==> config.mk <==
export PLATFORM = sky130hd
export DESIGN_NAME = axi_rd_arbiter
export DESIGN_NICKNAME = d
export VERILOG_FILES = /design/src/rtl/axi_arb_pkg.sv /design/src/rtl/arb_starve_cnt.sv /design/src/rtl/axi_rd_arbiter.sv
export SDC_FILE = /design/constraint.sdc
export NUM_CORES = 1
export LEC_CHECK = 0
export BUFFER_PORTS_ARGS = -buffer_cell sky130_fd_sc_hd__buf_2
export CORE_AREA = 2 2 96 98
export DETAILED_ROUTE_END_ITERATION = 8
export DIE_AREA = 0 0 98 100
export PLACE_DENSITY = 0.72
export SKIP_CTS_REPAIR_TIMING = 1
export SLEW_MARGIN = 30
export SYNTH_ARGS = -nofsm -noshare
export SYNTH_HDL_FRONTEND = slang
export SYNTH_SLANG_ARGS = --single-unit
==> constraint.sdc <==
create_clock -name clk -period 1.7 [get_ports clk]
set_input_delay 0.255 -clock clk [delete_from_list [all_inputs] [get_ports clk]]
set_output_delay 0.255 -clock clk [all_outputs]
set_load 0.005 [all_outputs]
==> src/rtl/axi_arb_pkg.sv <==
// Shared types for the AXI read arbiter: FSM state encoding, read owner,
// the registered AR field bundle and the fixed AXI burst type.
package axi_arb_pkg;

  typedef enum logic [1:0] {
    ST_IDLE = 2'd0,
    ST_ADDR = 2'd1,
    ST_DATA = 2'd2
  } state_e;

  typedef enum logic {
    OWN_INST = 1'b0,
    OWN_DATA = 1'b1
  } owner_e;

  typedef struct packed {
    logic [31:0] addr;
    logic [7:0]  len;
    logic [2:0]  size;
  } ar_fields_t;

  localparam logic [1:0] INCR = 2'b01;

endpackage

==> src/rtl/arb_starve_cnt.sv <==
// Saturating count of consecutive data grants made while inst was waiting.
// Ports:
//   clk, reset  : clock, synchronous active-high reset
//   i_inc       : a data grant happened with inst requesting
//   i_clr       : an inst grant happened
//   o_force     : counter saturated; inst must win the next conflict
module arb_starve_cnt #(
  parameter int unsigned STARVE_MAX = 4
) (
  input  logic clk,
  input  logic reset,
  input  logic i_inc,
  input  logic i_clr,
  output logic o_force
);

  localparam int unsigned CW = (STARVE_MAX < 1) ? 1 : $clog2(STARVE_MAX + 1);
  localparam logic [CW-1:0] MAX_C = CW'(STARVE_MAX);

  logic [CW-1:0] r_cnt;

  always_ff @(posedge clk) begin
    if (reset)                       r_cnt <= '0;
    else if (i_clr)                  r_cnt <= '0;
    else if (i_inc && r_cnt != MAX_C) r_cnt <= r_cnt + 1'b1;
  end

  assign o_force = (r_cnt == MAX_C);

endmodule

==> src/rtl/axi_rd_arbiter.sv <==
// Two-master (inst / data) AXI read arbiter onto one shared AR/R channel.
// One read outstanding at a time: IDLE grants, ADDR presents AR, DATA routes
// R beats to the owner until the rlast handshake.
// Ports:
//   clk, reset                    : clock, synchronous active-high reset
//   i_ar* / i_arready             : inst AR request / accept
//   i_r* / i_rready               : inst R beat out / accept in
//   d_ar* / d_arready             : data AR request / accept
//   d_r* / d_rready               : data R beat out / accept in
//   d_wr_pending                  : data write in flight; blocks data reads
//   m_ar* / m_arready             : shared AR channel
//   m_r* / m_rready               : shared R channel
module axi_rd_arbiter
  import axi_arb_pkg::*;
#(
  parameter int unsigned STARVE_MAX = 4,
  parameter logic [3:0]  ID_INST    = 4'h0,
  parameter logic [3:0]  ID_DATA    = 4'h1
) (
  input  logic        clk,
  input  logic        reset,
  input  logic        i_arvalid,
  input  logic [31:0] i_araddr,
  input  logic [7:0]  i_arlen,
  input  logic [2:0]  i_arsize,
  output logic        i_arready,
  output logic [31:0] i_rdata,
  output logic        i_rlast,
  output logic        i_rvalid,
  input  logic        i_rready,
  input  logic        d_arvalid,
  input  logic [31:0] d_araddr,
  input  logic [7:0]  d_arlen,
  input  logic [2:0]  d_arsize,
  output logic        d_arready,
  output logic [31:0] d_rdata,
  output logic        d_rlast,
  output logic        d_rvalid,
  input  logic        d_rready,
  input  logic        d_wr_pending,
  output logic [3:0]  m_arid,
  output logic [31:0] m_araddr,
  output logic [7:0]  m_arlen,
  output logic [2:0]  m_arsize,
  output logic [1:0]  m_arburst,
  output logic        m_arvalid,
  input  logic        m_arready,
  input  logic [31:0] m_rdata,
  input  logic        m_rlast,
  input  logic        m_rvalid,
  output logic        m_rready
);

  state_e     r_state;
  owner_e     r_owner;
  ar_fields_t r_ar;

  logic w_idle, w_force, w_gnt_i, w_gnt_d, w_in_data, w_own_d, w_to_i, w_to_d;

  // Grants are suppressed during reset so no arready leaks out while the
  // FSM is being forced back to IDLE.
  assign w_idle  = (r_state == ST_IDLE) && !reset;
  // A pending data write blocks data reads (read-after-write ordering).
  assign w_gnt_d = w_idle && d_arvalid && !d_wr_pending && !(i_arvalid && w_force);
  assign w_gnt_i = w_idle && i_arvalid && !w_gnt_d;

  assign i_arready = w_gnt_i;
  assign d_arready = w_gnt_d;

  arb_starve_cnt #(.STARVE_MAX(STARVE_MAX)) u_starve (
    .clk    (clk),
    .reset  (reset),
    .i_inc  (w_gnt_d && i_arvalid),
    .i_clr  (w_gnt_i),
    .o_force(w_force)
  );

  always_ff @(posedge clk) begin
    if (reset) begin
      r_state <= ST_IDLE;
      r_owner <= OWN_INST;
      r_ar    <= '0;
    end else begin
      case (r_state)
        ST_IDLE: begin
          if (w_gnt_d) begin
            r_owner <= OWN_DATA;
            r_ar    <= '{addr: d_araddr, len: d_arlen, size: d_arsize};
            r_state <= ST_ADDR;
          end else if (w_gnt_i) begin
            r_owner <= OWN_INST;
            r_ar    <= '{addr: i_araddr, len: i_arlen, size: i_arsize};
            r_state <= ST_ADDR;
          end
        end
        ST_ADDR: if (m_arready) r_state <= ST_DATA;
        ST_DATA: if (m_rvalid && m_rready && m_rlast) r_state <= ST_IDLE;
        default: r_state <= ST_IDLE;
      endcase
    end
  end

  assign m_arvalid = (r_state == ST_ADDR);
  assign m_arid    = (r_owner == OWN_DATA) ? ID_DATA : ID_INST;
  assign m_araddr  = r_ar.addr;
  assign m_arlen   = r_ar.len;
  assign m_arsize  = r_ar.size;
  assign m_arburst = m_arvalid ? INCR : 2'b00;

  // R routing: only the owner sees beats, and only in DATA; stray beats in
  // IDLE/ADDR are neither forwarded nor accepted.
  assign w_in_data = (r_state == ST_DATA);
  assign w_own_d   = (r_owner == OWN_DATA);
  assign w_to_i    = w_in_data && !w_own_d;
  assign w_to_d    = w_in_data &&  w_own_d;

  assign m_rready = w_own_d ? (w_to_d && d_rready) : (w_to_i && i_rready);

  assign i_rvalid = w_to_i && m_rvalid;
  assign i_rlast  = w_to_i && m_rlast;
  assign i_rdata  = w_to_i ? m_rdata : '0;
  assign d_rvalid = w_to_d && m_rvalid;
  assign d_rlast  = w_to_d && m_rlast;
  assign d_rdata  = w_to_d ? m_rdata : '0;

endmodule

# Word-level counts from Yosys, hierarchy flattened
# Cells that the tools add are included.
# totals
reg_bits	49
inputBits	128
out_inout_bits	121
elab_cells	57
# classes
add_sub_neg	1
eq_ne	7
n_mux	14
reduce_logical	29
# op_table
cell	count
43-bit two-way mux	2
32-bit two-way mux	2
1-bit logical AND	19
2-bit two-way mux	4
3-bit != test (second input constant)	2
2-bit case mux with 3 select lines	1
1-bit logical NOT	5
1-bit two-way mux	5
2-bit by 1-bit != test with 1-bit output (second input constant)	2
3-bit by 1-bit adder with 3-bit output (second input constant)	1
3-bit equality test (second input constant)	1
3-bit AND reduction	1
2-bit by 1-bit equality test with 1-bit output (second input constant)	1
2-bit equality test (second input constant)	1
2-bit logical NOT	1
2-bit AND reduction	1
2-bit nonzero test	1
2-bit OR reduction	1

# Logic depth before layout (Yosys ltp)
# Gate-level depths: netlist (run 1).
# depth
word_depth	10
mapped_depth	8
depth_no_buf	7

# By module
# Synthesis (run 1) repeated with hierarchy kept, for this count alone.
# hier_totals
cells_unflattened	332
area_unflattened_um2	2910.3
# modules_own_cells
mod	n_inst	cells_each	area_each_um2	seq_area_each_um2
axi_rd_arbiter	1	314	2722.6	920.9
arb_starve_cnt	1	18	187.7	60.1

# Worst setup path after synthesis (run 1)
# OpenSTA, ideal clock, no wires.
# synth_timing
path_kind	flip-flop to flip-flop
from	register u_starve.r_cnt[0]
to	register r_ar, in the netlist m_araddr[0]
setup_time_ns	0.081
arrival_time_ns	1.383
t_required_ns	1.619
slack_ns	0.236
stages_incl_launch_ff	9
n_path_buf	1
period_less_slack_ns	1.464
cell_sequence	dfxtp_1 -> inv_1 -> ha_1 -> nand3_1 -> nand3_4 -> clkinv_2 -> buf_4 -> a21oi_1 -> a211oi_2
# synth_between
elab_chain_len	8
elab_cells_between_ends	9
cone_classes	eq/ne (1); mux (1); reduce/logical (7)
# synth_lines
item	line	text
from (decl)	arb_starve_cnt.sv:20	logic [CW-1:0] r_cnt;
from (signal assigned)	arb_starve_cnt.sv:25	else if (i_inc && r_cnt != MAX_C) r_cnt <= r_cnt + 1'b1;
3-bit equality test *	arb_starve_cnt.sv:28	assign o_force = (r_cnt == MAX_C);
1-bit logical AND *	axi_rd_arbiter.sv:64	assign w_gnt_d = w_idle && d_arvalid && !d_wr_pending && !(i_arvalid && w_force);
1-bit logical NOT *	axi_rd_arbiter.sv:64	
1-bit logical AND *	axi_rd_arbiter.sv:64	
1-bit logical NOT	axi_rd_arbiter.sv:65	assign w_gnt_i = w_idle && i_arvalid && !w_gnt_d;
1-bit logical AND	axi_rd_arbiter.sv:65	
2-bit nonzero test (no source line)	--	
2-bit AND reduction (no source line)	--	
to (signal assigned)	axi_rd_arbiter.sv:88	r_ar <= '{addr: d_araddr, len: d_arlen, size: d_arsize};
to (signal assigned)	axi_rd_arbiter.sv:92	r_ar <= '{addr: i_araddr, len: i_arlen, size: i_arsize};
to (decl)	axi_rd_arbiter.sv:56	ar_fields_t r_ar;
# Mark *: on every way between the ends. The rest lies on a longest branch, timed or not.
# A chain may end at the register's enable or synchronous reset.

# Worst setup path after layout (run 1)
# layout_timing
from	register r_state[1]
to	output port d_arready
# layout_between
elab_chain_len	5
# layout_lines
item	line	text
from (decl)	axi_rd_arbiter.sv:54	state_e r_state;
from (signal assigned)	axi_rd_arbiter.sv:80	r_state <= ST_IDLE;
from (signal assigned)	axi_rd_arbiter.sv:89	r_state <= ST_ADDR;
from (signal assigned)	axi_rd_arbiter.sv:93	r_state <= ST_ADDR;
2-bit logical NOT	axi_rd_arbiter.sv:62	assign w_idle = (r_state == ST_IDLE) && !reset;
1-bit logical AND	axi_rd_arbiter.sv:62	
1-bit logical AND (3 in a row)	axi_rd_arbiter.sv:64	
to (decl)	axi_rd_arbiter.sv:35	output logic d_arready,
# No other way between the ends.

==> results_dict.tcl, run 1 <==
set metrics [dict create \
    grt_pass1_wl_um 15900 \
    period_share 0.960 \
    cts-root-buf "clkbuf_8" \
    totalWireLength_um 10300 \
    stdcell_count 714 \
    worst_slack_ns 0.0678 \
    via_per_inst 4.79 \
    synth_common_cells "68 x and2_1, 50 x nor2_1, 49 x dfxtp_1" \
    pre_cts_ws_ns 0.120 \
    yosys.area.top_type_share 0.334 \
    grt_usage 0.196 \
    cp_slowest_cell "dfxtp_2" \
    worst-path-buf-inv 4 \
    critPathRequiredTime_ns 1.44 \
    end_kind "primary output" \
    antenna_found_initial 1 \
    grt_pass1_vias 3388 \
    rsz0062_at_grt "true" \
    numCtsBuffers 5 \
    worst_slew_pin_slew_ns 0.741 \
    h-tree-depth 2 \
    timing.fmax_ghz 0.613 \
    clkLatencyLatePin_ns 0.29 \
    ir_drop_v 0.000336 \
    ant_nets 0 \
    r2r_start "r_state[1]$_SDFFE_PP0P_" \
    max_slew_margin 0.506 \
    cp_num_cells 6 \
    rows 35 \
    setup.worst_path.start "r_state[1]$_SDFFE_PP0P_" \
    arrival_ns 1.38 \
    die-area_mm2 0.00980 \
    fill_cells 876 \
    synth_most_common_cell "and2_1" \
    finalHoldViolations 0 \
    synth_edf_count 0 \
    whs_ns 0.204 \
    min_path_type "in2reg" \
    io_buffers 244 \
    clock-sinks 49 \
    cts_tree "done" \
    drtPass1Iterations 4 \
    drcViolationCount 0 \
    dp_hpwl_um 7960 \
    drtIter0Drc 102 \
    async_flop_share 0 \
    fin_util 0.506 \
    finalSetupViolations 0 \
    critical-path-top-delay-family "buffers and inverters" \
    gp_congestion 0.825 \
    path_max_fanout 9 \
    ys_types 30 \
    synth_ff_type "dfxtp_1" \
    yosysTopAreaCell "dfxtp_1" \
    yosys_warnings 0 \
    syn_avg_cell_area_um2 8.04 \
    synthToLayoutAreaGrowth_pct 53.2 \
    yosysSeqAreaShare 0.334 \
    drive_above_1_share 0.556 \
    core_mm2 0.00889 \
    multiInputGateArea_mm2 0.00182 \
    drv_cap 0 \
    worstSetupStartpointType "flop" \
    synth_area_mm2 0.00294 \
    period_needed_ns 1.63 \
    r2r_slack_ns 0.19 \
    crit_path_cell_trace "nor3_4 > buf_4 > nand3_4 > inv_4 > buf_12 > buf_2" \
    crit_type "reg2out" \
    maxSlewViolCount 0 \
    total_power_w 0.00288 \
    placed_cells 700 \
    dr_total_vias 3423 \
    p_leak_nw 2.40 \
    overflow 0 \
    reg2reg_to "m_araddr[11]$_SDFFE_PP0P_" \
    routedWlPerCell_um 14.4 \
    critPathMaxStageDelay_ns 0.36 \
    grt_max_degree 50 \
    synth_area_leaders "dfxtp_1 33%, a211oi_2 17%, and2_1 14%" \
    die_w_um 98 \
    syn_inst 365 \
    register_area_um2 987 \
    ff2ff_path_depth 7 \
    clock_path_buffers 2 \
    initial_core_util 0.330 \
    power.density_mw_per_mm2 639 \
    io_pins 249 \
    die_h_um 100 \
    fin_skew_ns 0.00621 \
    nets 733 \
    cp-endpoint "d_arready" \
    outcome "complete, no violations" \
    clk_pin_slew_ns 0.08 \
    ys_ff_latch 49 \
]
cells in the final DEF (no fill, tap or decap), types with 2 or more instances in the layout:
cell type,Yosys,routed
a211oi_1,5,5
a211oi_2,39,39
a21oi_1,38,38
a21oi_2,9,9
and2_1,68,67
buf_12,0,7
buf_2,8,243
buf_4,10,12
clkbuf_8,0,5
conb_1,1,4
dfxtp_1,49,44
dfxtp_2,0,5
inv_1,4,2
inv_2,0,2
nand2_1,47,46
nand4_1,2,2
nor2_1,50,48
nor2_4,0,2
nor2b_1,2,2
power breakdown:
group	switching (W)	total [W]	leakage [nW]	internal, W
clock	0.000360	0.000632	0.0399	0.000272
combinational	0.000479	0.000925	1.96	0.000446
sequential	0.0000604	0.00132	0.405	0.00126
cell type report:
class / count / area share
Antenna cell: 1 / 0.000556
Clock buffer: 5 / 0.0153
Clock inverter: 1 / 0.00111
Inverter: 5 / 0.00473
Multi-Input combinational cell: 279 / 0.404
Sequential cell: 49 / 0.220
Tap cell: 111 / 0.0309
Timing Repair Buffer: 263 / 0.324
per-stage QoR:
stage	area, um^2	TNS, ns
floorplan	2950	0
global placement	4310	0
detailed placement	4310	0
CTS	4380	-5.13
global route	4500	-0.0944
finish	4500	0
routing by layer:
metal | part of all wire | GRT usage
met5 | 0 | 0
met4 | 0.011 | 0.0534
met3 | 0.084 | 0.0467
met2 | 0.52 | 0.370
met1 | 0.38 | 0.221
cells by family (layout without fill, tap and decap cells):
logic type	Yosys count	count (layout)	synth area share
muxes	1	1	0.00341
DFF	49	49	0.334
buffers and inverters	40	274	0.0703
adders and majority gates	2	2	0.00852
and+or+nand+nor	175	175	0.298
other	1	5	0.00128
AOI/OAI and AO/OA	97	97	0.285
worst register-to-register path, delay by kind of cell, from the launching register on:
kind / cells / cell delay [ns]
buffers and inverters: 3 / 0.60
and+or+nand+nor: 1 / 0.05
AOI/OAI and AO/OA: 3 / 0.40
DFF: 1 / 0.39
how the worst min path moves through the flow:
stage | end | from | slack, ns | cells after the start
global placement | u_starve.r_cnt[0]$_SDFFE_PP0P_ | u_starve.r_cnt[0]$_SDFFE_PP0P_ | 0.46 | 2
floorplan | m_araddr[27]$_SDFFE_PP0P_ | i_araddr[27] | 0.40 | 2
detailed placement | u_starve.r_cnt[0]$_SDFFE_PP0P_ | u_starve.r_cnt[0]$_SDFFE_PP0P_ | 0.48 | 2
CTS | m_araddr[27]$_SDFFE_PP0P_ | i_araddr[27] | 0.19 | 3
finish | m_araddr[27]$_SDFFE_PP0P_ | i_araddr[27] | 0.20 | 3
global route | m_araddr[27]$_SDFFE_PP0P_ | i_araddr[27] | 0.19 | 3
registers in the layout, summed over array words and instances, names as in the netlist:
signal and flops:
r_state 2, m_arlen 8, u_starve.r_cnt 3, m_araddr 32, r_owner 1, m_arsize 3
(Power assumes the default switching activity.)
==> run 2, diff against run 1 <==
==> constraint.sdc (replaced) <==
create_clock -name clk -period 1.7 [get_ports clk]
set_input_delay 0.34 -clock clk [delete_from_list [all_inputs] [get_ports clk]]
set_output_delay 0.34 -clock clk [all_outputs]
set_load 0.005 [all_outputs]
==> results_dict.tcl, run 2 (same netlist as run 1, synthesis figures left out) <==
set metrics [dict create \
    io_pins 249 \
    drcViolationCount 0 \
    grt_max_degree 35 \
    clock-sinks 49 \
    path_max_fanout 34 \
    arrival_ns 1.37 \
    largest_reg_flops 32 \
    rsz0062_at_grt "true" \
    drv_cap 0 \
    critPathMaxStageDelay_ns 0.35 \
    numCtsBuffers 5 \
    core_mm2 0.00889 \
    p_seq_frac 0.452 \
    ir_drop_v 0.000405 \
    via_per_inst 4.78 \
    p_leak_nw 2.39 \
    switchingPower_w 0.000921 \
    grt_pass1_vias 3290 \
    finalSetupViolations 12 \
    ant_nets 0 \
    fin_skew_ns 0.0122 \
    gp_congestion 0.826 \
    p_int_w 0.00200 \
    drive_above_1_share 0.556 \
    power.density_mw_per_mm2 648 \
    routedWlPerCell_um 14.3 \
    cts_tree "done" \
    rows 35 \
    timing.fmax_ghz 0.584 \
    layout_commonest_cell "buf_2" \
    worstSetupStartpointType "flop" \
    grt_usage 0.190 \
    drtIter0Drc 118 \
    nets 733 \
    die-area_mm2 0.00980 \
    cts-root-buf "clkbuf_8" \
    whs_ns 0.288 \
    overflow 0 \
    total_power_w 0.00292 \
    initial_core_util 0.330 \
    totalWireLength_um 10300 \
    clock_power_share 0.231 \
    most-common-layout-cells "243 x buf_2, 68 x and2_1, 47 x nor2_1" \
    outcome "complete, but fails checks" \
    end_kind "primary output" \
    critical-path-top-delay-family "simple AND/OR/NAND/NOR gates" \
    finalHoldViolations 0 \
    clock_path_buffers 2 \
    period_needed_ns 1.71 \
    drtPass1Iterations 4 \
    period_share 1.01 \
    synthToLayoutAreaGrowth_pct 53.5 \
    worst-path-buf-inv 2 \
    die_w_um 98 \
    cp_slowest_cell "dfxtp_2" \
    min_path_type "in2reg" \
    antenna_found_initial 2 \
    critPathRequiredTime_ns 1.36 \
    combPwrFrac 0.318 \
    clk_pin_slew_ns 0.10 \
    maxSlewViolCount 0 \
    io_buffers 244 \
    dp_hpwl_um 8070 \
    dr_total_vias 3426 \
    crit_path_cell_trace "nand2b_4 > nor2_4 > buf_12 > and2_1 > buf_2" \
    final_area_mm2 0.00451 \
    swShare 0.316 \
    clkLatencyLatePin_ns 0.30 \
    worst_slack_ns -0.0124 \
    grt_pass1_wl_um 15500 \
    h-tree-depth 2 \
    post_dp_cell_area_mm2 0.00432 \
    die_h_um 100 \
    violations "setup timing" \
    crit_type "reg2out" \
]
==> run 2: cell count changes in the layout (fill, tap and decap cells not counted), sizes merged <==
cell	change
clkinvlp	+1
clkinv	-1
clkbuf	+2
==> run 2: final timing paths <==
path / cells past startpoint / to / slack, ns / from
hold / removal: 3 / m_araddr[25]$_SDFFE_PP0P_ / 0.29 / i_araddr[25]
setup / recovery: 5 / i_rdata[30] / -0.01 / r_state[0]$_SDFFE_PP0P_
setup reg to reg: 6 / m_araddr[12]$_SDFFE_PP0P_ / 0.10 / r_state[1]$_SDFFE_PP0P_
hold reg to reg: 2 / u_starve.r_cnt[1]$_SDFFE_PP0P_ / 0.48 / u_starve.r_cnt[1]$_SDFFE_PP0P_
==> run 2: stage by stage <==
| stage | instances | utilization | TNS, ns | setup slack (ns) |
|---|---|---|---|---|
| after floorplan | 368 | - | 0 | 0.201 |
| final | 716 | 0.507 | -0.0508 | -0.0124 |
| after CTS | 711 | 0.495 | -12.90 | -0.206 |
| after global routing | 716 | 0.507 | -4.65 | -0.103 |
| after detailed placement | 703 | 0.486 | 0 | 0.0333 |
| after global placement | 703 | 0.486 | 0 | 0.103 |
==> run 2: tightest hold or removal path: stages <==
cell	delay [ns]
buf_2	0.09
nand2_1	0.06
a211oi_2	0.05
==> run 2: final cells by class <==
cell class,count,area [um^2]
Fill cell,889,4380
Clock inverter,1,7.51
Multi-Input combinational cell,279,1820
Sequential cell,49,990
Clock buffer,7,76.3
Timing Repair Buffer,263,1450
Tap cell,111,139
Inverter,5,21.3
Antenna cell,1,2.50
==> run 2: power groups by stage <==
stage	Clock, W	Sequential, W	Combinational [W]
after floorplan	0	0.00135	0.000484
after global placement	0	0.00134	0.000882
after detailed placement	0	0.00134	0.000910
after CTS	0.000701	0.00131	0.000913
after global routing	0.000756	0.00133	0.00102
final	0.000673	0.00132	0.000927
==> run 2: per-layer routing <==
metal | track usage | up-vias | part of all wire
met3 | 0.0362 | 18 | 0.076
met5 | 0 | - | 0
met2 | 0.354 | 159 | 0.52
met1 | 0.219 | 1563 | 0.38
met4 | 0.0630 | 0 | 0.026
li1 | - | 1686 | -
